`src/rtl/fifo64x32_rd_streamer_if.sv`:
```
// Valid/ready stream carrying words drained from the FIFO to downstream logic.
// The master drives data/valid/last; the slave drives ready.
interface fifo64x32_rd_streamer_if #(
  parameter int unsigned DATA_W = 32
) ();
  logic [DATA_W-1:0] m_tdata;
  logic              m_tvalid;
  logic              m_tready;
  logic              m_tlast;

  modport master (
    output m_tdata,
    output m_tvalid,
    output m_tlast,
    input  m_tready
  );

  modport slave (
    input  m_tdata,
    input  m_tvalid,
    input  m_tlast,
    output m_tready
  );
endinterface

```
`src/rtl/fifo64x32_rd_streamer.sv`:
```
// Read-side burst engine for the 64x32 FIFO: drains burst_len words per start command into a
// valid/ready stream, with a 2-entry skid buffer covering the FIFO's 1-cycle read latency.
module fifo64x32_rd_streamer #(
  parameter int unsigned DATA_W = 32,
  parameter int unsigned LEN_W  = 16
) (
  input  logic                  clk_i,
  input  logic                  srst_i,
  input  logic                  start_i,
  input  logic [LEN_W-1:0]      burst_len_i,
  output logic                  busy_o,
  output logic                  done_o,
  input  logic [DATA_W-1:0]     fifo_dout_i,
  input  logic                  fifo_empty_i,
  output logic                  fifo_rd_en_o,
  fifo64x32_rd_streamer_if.master m_if
);

  typedef enum logic [1:0] {StIdle, StRun, StFin} state_e;

  state_e            state_q, state_d;
  logic [LEN_W-1:0]  len_q, len_d;
  logic [LEN_W-1:0]  issued_q, issued_d;
  logic [LEN_W-1:0]  sent_q, sent_d;
  logic [DATA_W-1:0] buf_q [2];
  logic [DATA_W-1:0] buf_d [2];
  logic [1:0]        cnt_q, cnt_d;
  logic              inflight_q;

  logic [1:0]        occ;
  logic [LEN_W-1:0]  last_idx;
  logic              rd_en;
  logic              tvalid;
  logic              hs;

  assign occ      = cnt_q + {1'b0, inflight_q};
  assign last_idx = len_q - {{(LEN_W-1){1'b0}}, 1'b1};
  assign rd_en    = (state_q == StRun) & ~fifo_empty_i & (issued_q < len_q) & (occ < 2'd2);

  // The word arriving from the FIFO is presented directly when the buffer is empty, which
  // keeps rd_en-to-valid at one cycle and sustains one beat per clock within 2 entries.
  assign tvalid = (cnt_q != 2'd0) | inflight_q;
  assign hs     = tvalid & m_if.m_tready;

  always_comb begin
    m_if.m_tvalid = tvalid;
    m_if.m_tlast  = tvalid & (sent_q == last_idx);
    if (cnt_q != 2'd0) begin
      m_if.m_tdata = buf_q[0];
    end else if (inflight_q) begin
      m_if.m_tdata = fifo_dout_i;
    end else begin
      m_if.m_tdata = '0;
    end
  end

  assign fifo_rd_en_o = rd_en;
  assign busy_o       = (state_q == StRun);
  assign done_o       = (state_q == StFin);

  // Pop the head first, then append the arriving word unless it was consumed via the bypass.
  always_comb begin
    buf_d = buf_q;
    cnt_d = cnt_q;
    if (hs && (cnt_q != 2'd0)) begin
      buf_d[0] = buf_q[1];
      cnt_d    = cnt_q - 2'd1;
    end
    if (inflight_q && !(hs && (cnt_q == 2'd0))) begin
      buf_d[cnt_d[0]] = fifo_dout_i;
      cnt_d           = cnt_d + 2'd1;
    end
  end

  always_comb begin
    state_d  = state_q;
    len_d    = len_q;
    issued_d = issued_q;
    sent_d   = sent_q;
    if (rd_en) begin
      issued_d = issued_q + {{(LEN_W-1){1'b0}}, 1'b1};
    end
    if (hs) begin
      sent_d = sent_q + {{(LEN_W-1){1'b0}}, 1'b1};
    end
    unique case (state_q)
      StIdle: begin
        if (start_i) begin
          len_d    = burst_len_i;
          issued_d = '0;
          sent_d   = '0;
          state_d  = (burst_len_i == '0) ? StFin : StRun;
        end
      end
      StRun: begin
        if (hs && (sent_q == last_idx)) begin
          state_d = StFin;
        end
      end
      StFin: begin
        state_d = StIdle;
      end
      default: begin
        state_d = StIdle;
      end
    endcase
  end

  always_ff @(posedge clk_i) begin
    if (srst_i) begin
      state_q    <= StIdle;
      len_q      <= '0;
      issued_q   <= '0;
      sent_q     <= '0;
      buf_q      <= '{default: '0};
      cnt_q      <= '0;
      inflight_q <= 1'b0;
    end else begin
      state_q    <= state_d;
      len_q      <= len_d;
      issued_q   <= issued_d;
      sent_q     <= sent_d;
      buf_q      <= buf_d;
      cnt_q      <= cnt_d;
      inflight_q <= rd_en;
    end
  end

endmodule
```
`src/flat_wrapper.sv`:
```
// flat-port wrapper written by rule: the top's interface ports become plain ports
module fifo64x32_rd_streamer_flat 
#(
  parameter int unsigned DATA_W = 32,
  parameter int unsigned LEN_W  = 16
)
  (clk_i, srst_i, start_i, burst_len_i, busy_o, done_o, fifo_dout_i, fifo_empty_i, fifo_rd_en_o, m_if_m_tdata, m_if_m_tvalid, m_if_m_tlast, m_if_m_tready);
  fifo64x32_rd_streamer_if #(.DATA_W(DATA_W)) m_if_i ();
  input  logic clk_i;
  input  logic srst_i;
  input  logic start_i;
  input  logic [LEN_W-1:0] burst_len_i;
  output logic busy_o;
  output logic done_o;
  input  logic [DATA_W-1:0] fifo_dout_i;
  input  logic fifo_empty_i;
  output logic fifo_rd_en_o;
  output wire logic [$bits(m_if_i.m_tdata)-1:0] m_if_m_tdata;
  output wire logic [$bits(m_if_i.m_tvalid)-1:0] m_if_m_tvalid;
  output wire logic [$bits(m_if_i.m_tlast)-1:0] m_if_m_tlast;
  input wire logic [$bits(m_if_i.m_tready)-1:0] m_if_m_tready;
  assign m_if_m_tdata = m_if_i.m_tdata;
  assign m_if_m_tvalid = m_if_i.m_tvalid;
  assign m_if_m_tlast = m_if_i.m_tlast;
  assign m_if_i.m_tready = m_if_m_tready;
  fifo64x32_rd_streamer #(.DATA_W(DATA_W), .LEN_W(LEN_W)) u_core (.clk_i(clk_i), .srst_i(srst_i), .start_i(start_i), .burst_len_i(burst_len_i), .busy_o(busy_o), .done_o(done_o), .fifo_dout_i(fifo_dout_i), .fifo_empty_i(fifo_empty_i), .fifo_rd_en_o(fifo_rd_en_o), .m_if(m_if_i));
endmodule
```
`config.mk`:
```
export PLATFORM = sky130hd
export DESIGN_NAME = fifo64x32_rd_streamer_flat
export DESIGN_NICKNAME = d
export VERILOG_FILES = /design/src/rtl/fifo64x32_rd_streamer_if.sv /design/src/rtl/fifo64x32_rd_streamer.sv /design/src/flat_wrapper.sv
export SDC_FILE = /design/constraint.sdc
export NUM_CORES = 1
export LEC_CHECK = 0
export CAP_MARGIN = 20
export CORE_MARGIN = 8
export CORE_UTILIZATION = 30
export DETAILED_ROUTE_END_ITERATION = 16
export SKIP_CTS_REPAIR_TIMING = 1
export SLEW_MARGIN = 20
export SYNTH_ARGS = -nofsm -noshare
export SYNTH_HDL_FRONTEND = slang
export SYNTH_SLANG_ARGS = --single-unit
```
`constraint.sdc`:
```
create_clock -name clk_i -period 6.6 [get_ports clk_i]
set_input_delay 0.66 -clock clk_i [delete_from_list [all_inputs] [get_ports clk_i]]
set_output_delay 0.66 -clock clk_i [all_outputs]
set_load 0.01 [all_outputs]
```
==> out/metrics.cfg, run 1 <==
[outcome]
status=finished, final reports clean

[die]
std_cell_rows=53
dieArea_mm2=0.0265
start_util=0.306
core_area_mm2=0.0211
fp.dieW_um=163
ios=90
chipHeight_um=163

[routing]
first_iter_violations=347
first_pass_iters=5
vias=5675
drc_errors=0
routed_via_density=4.96
post_drt_wl_per_cell_um=15.2
wirelength_mm=17.4
ant_nets=0

[setup_path]
critPathKind=reg2out
endpoint_kind=output port
crit_required_ps=5940
cp.arrival_ps=3410
worstSetupStartpointType=flop
reg2reg_from=u_core.cnt_q[0]$_SDFF_PP0_
crit_start=u_core.len_q[0]$_SDFFE_PP0P_
path_max_fanout=6

[sta]
finalSetupViolations=0
final_max_slew_viol_count=0
tightest_slew_ps=1040
fmax_mhz=246
fin_crit_ps=4070
setup_slack_ps=2530
relSlewSlack=0.310
rsz0062_at_grt=no
fin_crit_sh=0.617
hold_violations=0
skew_ps=10.5
fin_setup_tns_ps=0

[global_route]
grt_pass1_wl_mm=28.7
grt_max_degree=69
grt_pass1_vias=5466
antenna_found_initial=0
grt_overflow=0
gr-usage-all-layers=0.133

[placement]
gp_congestion=0.781
dp_hpwl_mm=12.2
io_buffers=89
preCtsSetupSlack_ps=2440
dp.cells=1112

[yosys]
syn_nets=869
syn_area_per_cell_um2=8.11
synth_top_family_by_area=simple AND/OR/NAND/NOR gates
synthSimpleGateAreaFrac=0.221
synth.distinct_cells=62
synth_compound_area_frac=0.150
synth_edf_count=0
synth_seq_area_share=0.363
synth_xor_area_frac=0.0448
yosys_warnings=0
synthCells=796
synth_adder_area_share=0.0388
async_reset_ff_frac=0
synthMuxAreaShare=0.111
synth_seq_cells=117
synth_flop_cell=dfxtp_1
netlist_area_mm2=0.00645

[clock_tree]
numCtsBuffers=17
cts.clk_slew.worst_paths_ps=60
root_buffer=clkbuf_16
cts_max_level=4
cts_tree=done
cts_max_path_buffers=2
cts_sinks=117
clk_latency_ps=430

[power]
power_density_mw_per_mm2=269
p_int_mw=1.48
p_switching_mw=0.707
switching_share=0.324
comb_power_share=0.237
vdd_drop_max_uv=176
clockPowerShare=0.412
seqPwrFrac=0.351
cellLeakagePower_nw=3.00
finalPower_mw=2.18

[worst_hold_path]
min_path_type=reg2reg
holdCritStartpoint=u_core.issued_q[15]$_SDFF_PP0_

[cells_and_area]
n_antenna_cell=0
layout.cells.non_filler=1145
layout_commonest_cell=dfxtp_1
syn_to_final_growth_pct=25.8
most-common-layout-cells=117 x dfxtp_1, 93 x nor2_1, 88 x clkdlybuf4s50_1
drive_gt1_frac=0.0678
fin_nets=930
fillers=2160

[flow_run]
drv_cap=0

final timing paths:
kind,to,slack [ps],cells past startpoint
worst max register to register,flop,2850,8
worst min-delay path,u_core.issued_q[15]$_SDFF_PP0_,470,2
worst min register to register,u_core.issued_q[15]$_SDFF_PP0_,470,2
worst max-delay path,m_if_m_tlast,2530,9
metal layers:
layer,up-vias,global-route usage,routed length [µm]
li1,2915,-,-
met1,2640,0.174,8410
met2,112,0.211,7990
met3,8,0.0382,907
met4,0,0.0304,102
met5,-,0,0
kinds of logic after synthesis:
family	Yosys count
AO/OA/AOI/OAI	153
XOR/XNOR	33
adder cells (fa/ha/maj)	20
buffers and inverters	115
flip-flops	117
multiplexers	71
AND/OR/NAND/NOR	287
power by group through the flow:
stage,logic [mW],registers (mW),clock network [mW]
CTS,0.509,0.767,0.913
floorplan,0.354,0.771,0
global route,0.571,0.772,0.946
finish,0.518,0.767,0.899
global placement,0.502,0.781,0
detailed placement,0.506,0.782,0
synthesized netlist by cell type, types with 4 or more instances:
library cell,number,share of area
xor2_1,16,0.022
o31ai_1,9,0.010
nand2b_1,4,0.0039
buf_1,13,0.0076
dfxtp_1,117,0.36
inv_1,62,0.036
a21oi_1,38,0.029
xnor2_1,17,0.023
nand4_1,13,0.013
o311ai_0,8,0.011
nor4_1,6,0.0058
o21ai_0,46,0.036
or3_1,18,0.017
ha_1,20,0.039
nand3_1,49,0.038
and3_1,8,0.0078
nor3_1,9,0.0070
and4_1,4,0.0054
clkbuf_1,34,0.020
a211oi_1,33,0.038
nand2_1,58,0.034
mux2i_1,70,0.11
nor2_1,93,0.054
worst max-delay path, stage by stage (launching register included):
cell	delay, ps
dfxtp_1	400
inv_1	90
ha_1	250
or4b_4	510
nor2_1	170
and3_1	190
xnor2_1	150
nand4_2	170
nor4b_1	440
clkdlybuf4s50_1	630
cell type report:
cell class                      instances  area, µm²  area share
Multi-Input combinational cell        564       3680       0.453
Clock buffer                           17        425      0.0524
Inverter                               62        233      0.0287
Sequential cell                       117       2340       0.288
Timing Repair Buffer                   95        953       0.117
Clock inverter                         15        146      0.0180
Tap cell                              275        344      0.0424
stage by stage:
| step | util | hold slack, ps | cell area (µm²) |
|---|---|---|---|
| after CTS | 0.383 | 479 | 8080 |
| after global routing | 0.385 | 498 | 8120 |
| after global placement | 0.356 | 467 | 7510 |
| after floorplan | - | 448 | 6450 |
| final | 0.385 | 472 | 8120 |
| after detailed placement | 0.356 | 471 | 7510 |
Power figures use the tool's default switching activity.
==> run 2: changes to the inputs <==
==> constraint.sdc (replaced) <==
create_clock -name clk_i -period 3.7 [get_ports clk_i]
set_input_delay 0.37 -clock clk_i [delete_from_list [all_inputs] [get_ports clk_i]]
set_output_delay 0.37 -clock clk_i [all_outputs]
set_load 0.01 [all_outputs]
==> run 2 against run 1 <==
Flip-flop and latch count is the same; register-to-register slack lost 1900 ps; hold slack gained 10 ps; first-iteration DRC count shrank 21%; design area grew 1.2%; final cell count grew 0.35%; via count grew 1.8%; die area is the same; non-clock buffer count grew 4; power grew 88%; count of clock-buffer cells in the layout grew 2; setup slack lost 2200 ps; critical path type unchanged.
==> out/metrics.cfg, run 2 (same netlist as run 1, synthesis figures left out) <==
[placement]
dp.cells=1117  ; was 1112
io_buffers=89  ; unchanged
gp_congestion=0.904  ; was 0.781
dp_hpwl_mm=12.7  ; was 12.2 mm
placed_area_mm2=0.00757  ; was 0.00751 mm²

[cells_and_area]
drive_gt1_frac=0.0709  ; was 0.0678
layout_commonest_cell=dfxtp_1  ; unchanged
n_antenna_cell=0  ; unchanged
layout.cells.non_filler=1149  ; was 1145
most-common-layout-cells=117 x dfxtp_1, 93 x nor2_1, 87 x clkdlybuf4s50_1  ; was 117 x dfxtp_1, 93 x nor2_1, 88 x clkdlybuf4s50_1
fin_nets=934  ; was 930
fillers=2145  ; was 2160
syn_to_final_growth_pct=27.4  ; was 25.8%
fin_util=0.390  ; was 0.385
design_area_mm2=0.00822  ; was 0.00812 mm²

[sta]
tightest_slew_ps=903  ; was 1040 ps
relSlewSlack=0.396  ; was 0.310
fin_crit_sh=0.912
rsz0062_at_grt=no  ; unchanged
fmax_mhz=296
finalSetupViolations=0  ; unchanged
hold_violations=0  ; unchanged
final_max_slew_viol_count=0  ; unchanged
fin_setup_tns_ps=0  ; unchanged
fin_crit_ps=3370
skew_ps=7.03  ; was 10.5 ps

[setup_path]
reg2reg_from=u_core.cnt_q[0]$_SDFF_PP0_  ; unchanged
r2r_cells=8  ; unchanged
critPathKind=reg2out  ; unchanged
crit_start=u_core.len_q[13]$_SDFFE_PP0P_  ; was u_core.len_q[0]$_SDFFE_PP0P_
worstSetupStartpointType=flop  ; unchanged
cp.arrival_ps=3000  ; was 3410 ps
path_max_fanout=9  ; was 6
endpoint_kind=output port  ; unchanged
crit_required_ps=3330  ; was 5940 ps

[worst_hold_path]
holdCritStartpoint=u_core.issued_q[15]$_SDFF_PP0_  ; unchanged
hold_depth=2  ; unchanged
min_path_type=reg2reg  ; unchanged

[global_route]
gr-usage-all-layers=0.138  ; was 0.133
grt_pass1_wl_mm=29.4  ; was 28.7 mm
grt_max_degree=62  ; was 69
grt_pass1_vias=5608  ; was 5466
antenna_found_initial=0  ; unchanged
grt_overflow=0  ; unchanged

[routing]
drc_errors=0  ; unchanged
first_iter_violations=273  ; was 347
ant_nets=0  ; unchanged
first_pass_iters=7  ; was 5
wirelength_mm=18.1  ; was 17.4 mm
post_drt_wl_per_cell_um=15.8  ; was 15.2 µm
vias=5775  ; was 5675
routed_via_density=5.03  ; was 4.96

[clock_tree]
numCtsBuffers=17  ; unchanged
cts_sinks=117  ; unchanged
root_buffer=clkbuf_16  ; unchanged
clk_latency_ps=410  ; was 430 ps
cts_max_level=4  ; unchanged
cts.clk_slew.worst_paths_ps=60  ; about the same
cts_tree=done  ; unchanged
cts_max_path_buffers=2  ; unchanged

[power]
cellLeakagePower_nw=3.08  ; was 3.00 nW
power_density_mw_per_mm2=500  ; was 269 mW/mm²
vdd_drop_max_uv=300  ; was 176 µV

[outcome]
status=finished, final reports clean  ; unchanged

[die]
chipHeight_um=163  ; unchanged
fp.dieW_um=163  ; unchanged
ios=90  ; unchanged
core_area_mm2=0.0211  ; unchanged
dieArea_mm2=0.0265  ; unchanged
start_util=0.306  ; unchanged
std_cell_rows=53  ; unchanged

[flow_run]
drv_cap=0  ; unchanged

[run 2: cell count changes in the layout (fill, tap and decap cells not counted), sizes merged]
cell,delta
buf,+4
bufinv,+4
clkbuf,+2
clkdlybuf4s50,-1
clkinvlp,-1
dlymetal6s2s,+1
inv,-5
[run 2: metal layers]
metal  routed length (µm)  track usage
met1                 8610        0.174
met2                 8150        0.220
met3                 1110       0.0463
met4                  232       0.0396
met5                    0            0
[run 2: critical path, cell delays in order (launching register included)]
cell	delay, ps
dfxtp_1	420
inv_1	120
ha_1	310
a21o_1	180
a21oi_1	150
o221ai_1	170
a21oi_1	180
buf_4	160
nand2_1	210
inv_1	130
clkdlybuf4s50_1	540
[run 2: area by class of cell]
class | count | area (µm²) | share of cell area
timing repair buffer | 99 | 991 | 0.121
multi-input combinational | 564 | 3670 | 0.446
tap | 275 | 344 | 0.0419
clock inverter | 13 | 203 | 0.0247
sequential | 117 | 2340 | 0.285
inverter | 62 | 233 | 0.0283
clock buffer | 19 | 443 | 0.0539
[run 2: power breakdown]
group,switching (mW),total (mW),internal (mW)
registers,0.0573,1.37,1.31
logic,0.550,0.923,0.373
clock network,0.606,1.82,1.21
[run 2: path summary, 6_finish.rpt]
path	to	slack (ps)
hold / removal	u_core.issued_q[15]$_SDFF_PP0_	480
setup / recovery	fifo_rd_en_o	330
setup reg to reg	u_core.buf_q[51]$_SDFF_PP0_	970
hold reg to reg	u_core.issued_q[15]$_SDFF_PP0_	480
[run 2: per-stage QoR]
stage                     hold WS (ps)  worst slack (ps)  total power [mW]
after floorplan                    448               798              2.01
after global placement             462               555              2.33
after detailed placement           477               550              2.33
after CTS                          475              82.8              4.17
after global routing               495              82.4              4.32
final                              482               326              4.11
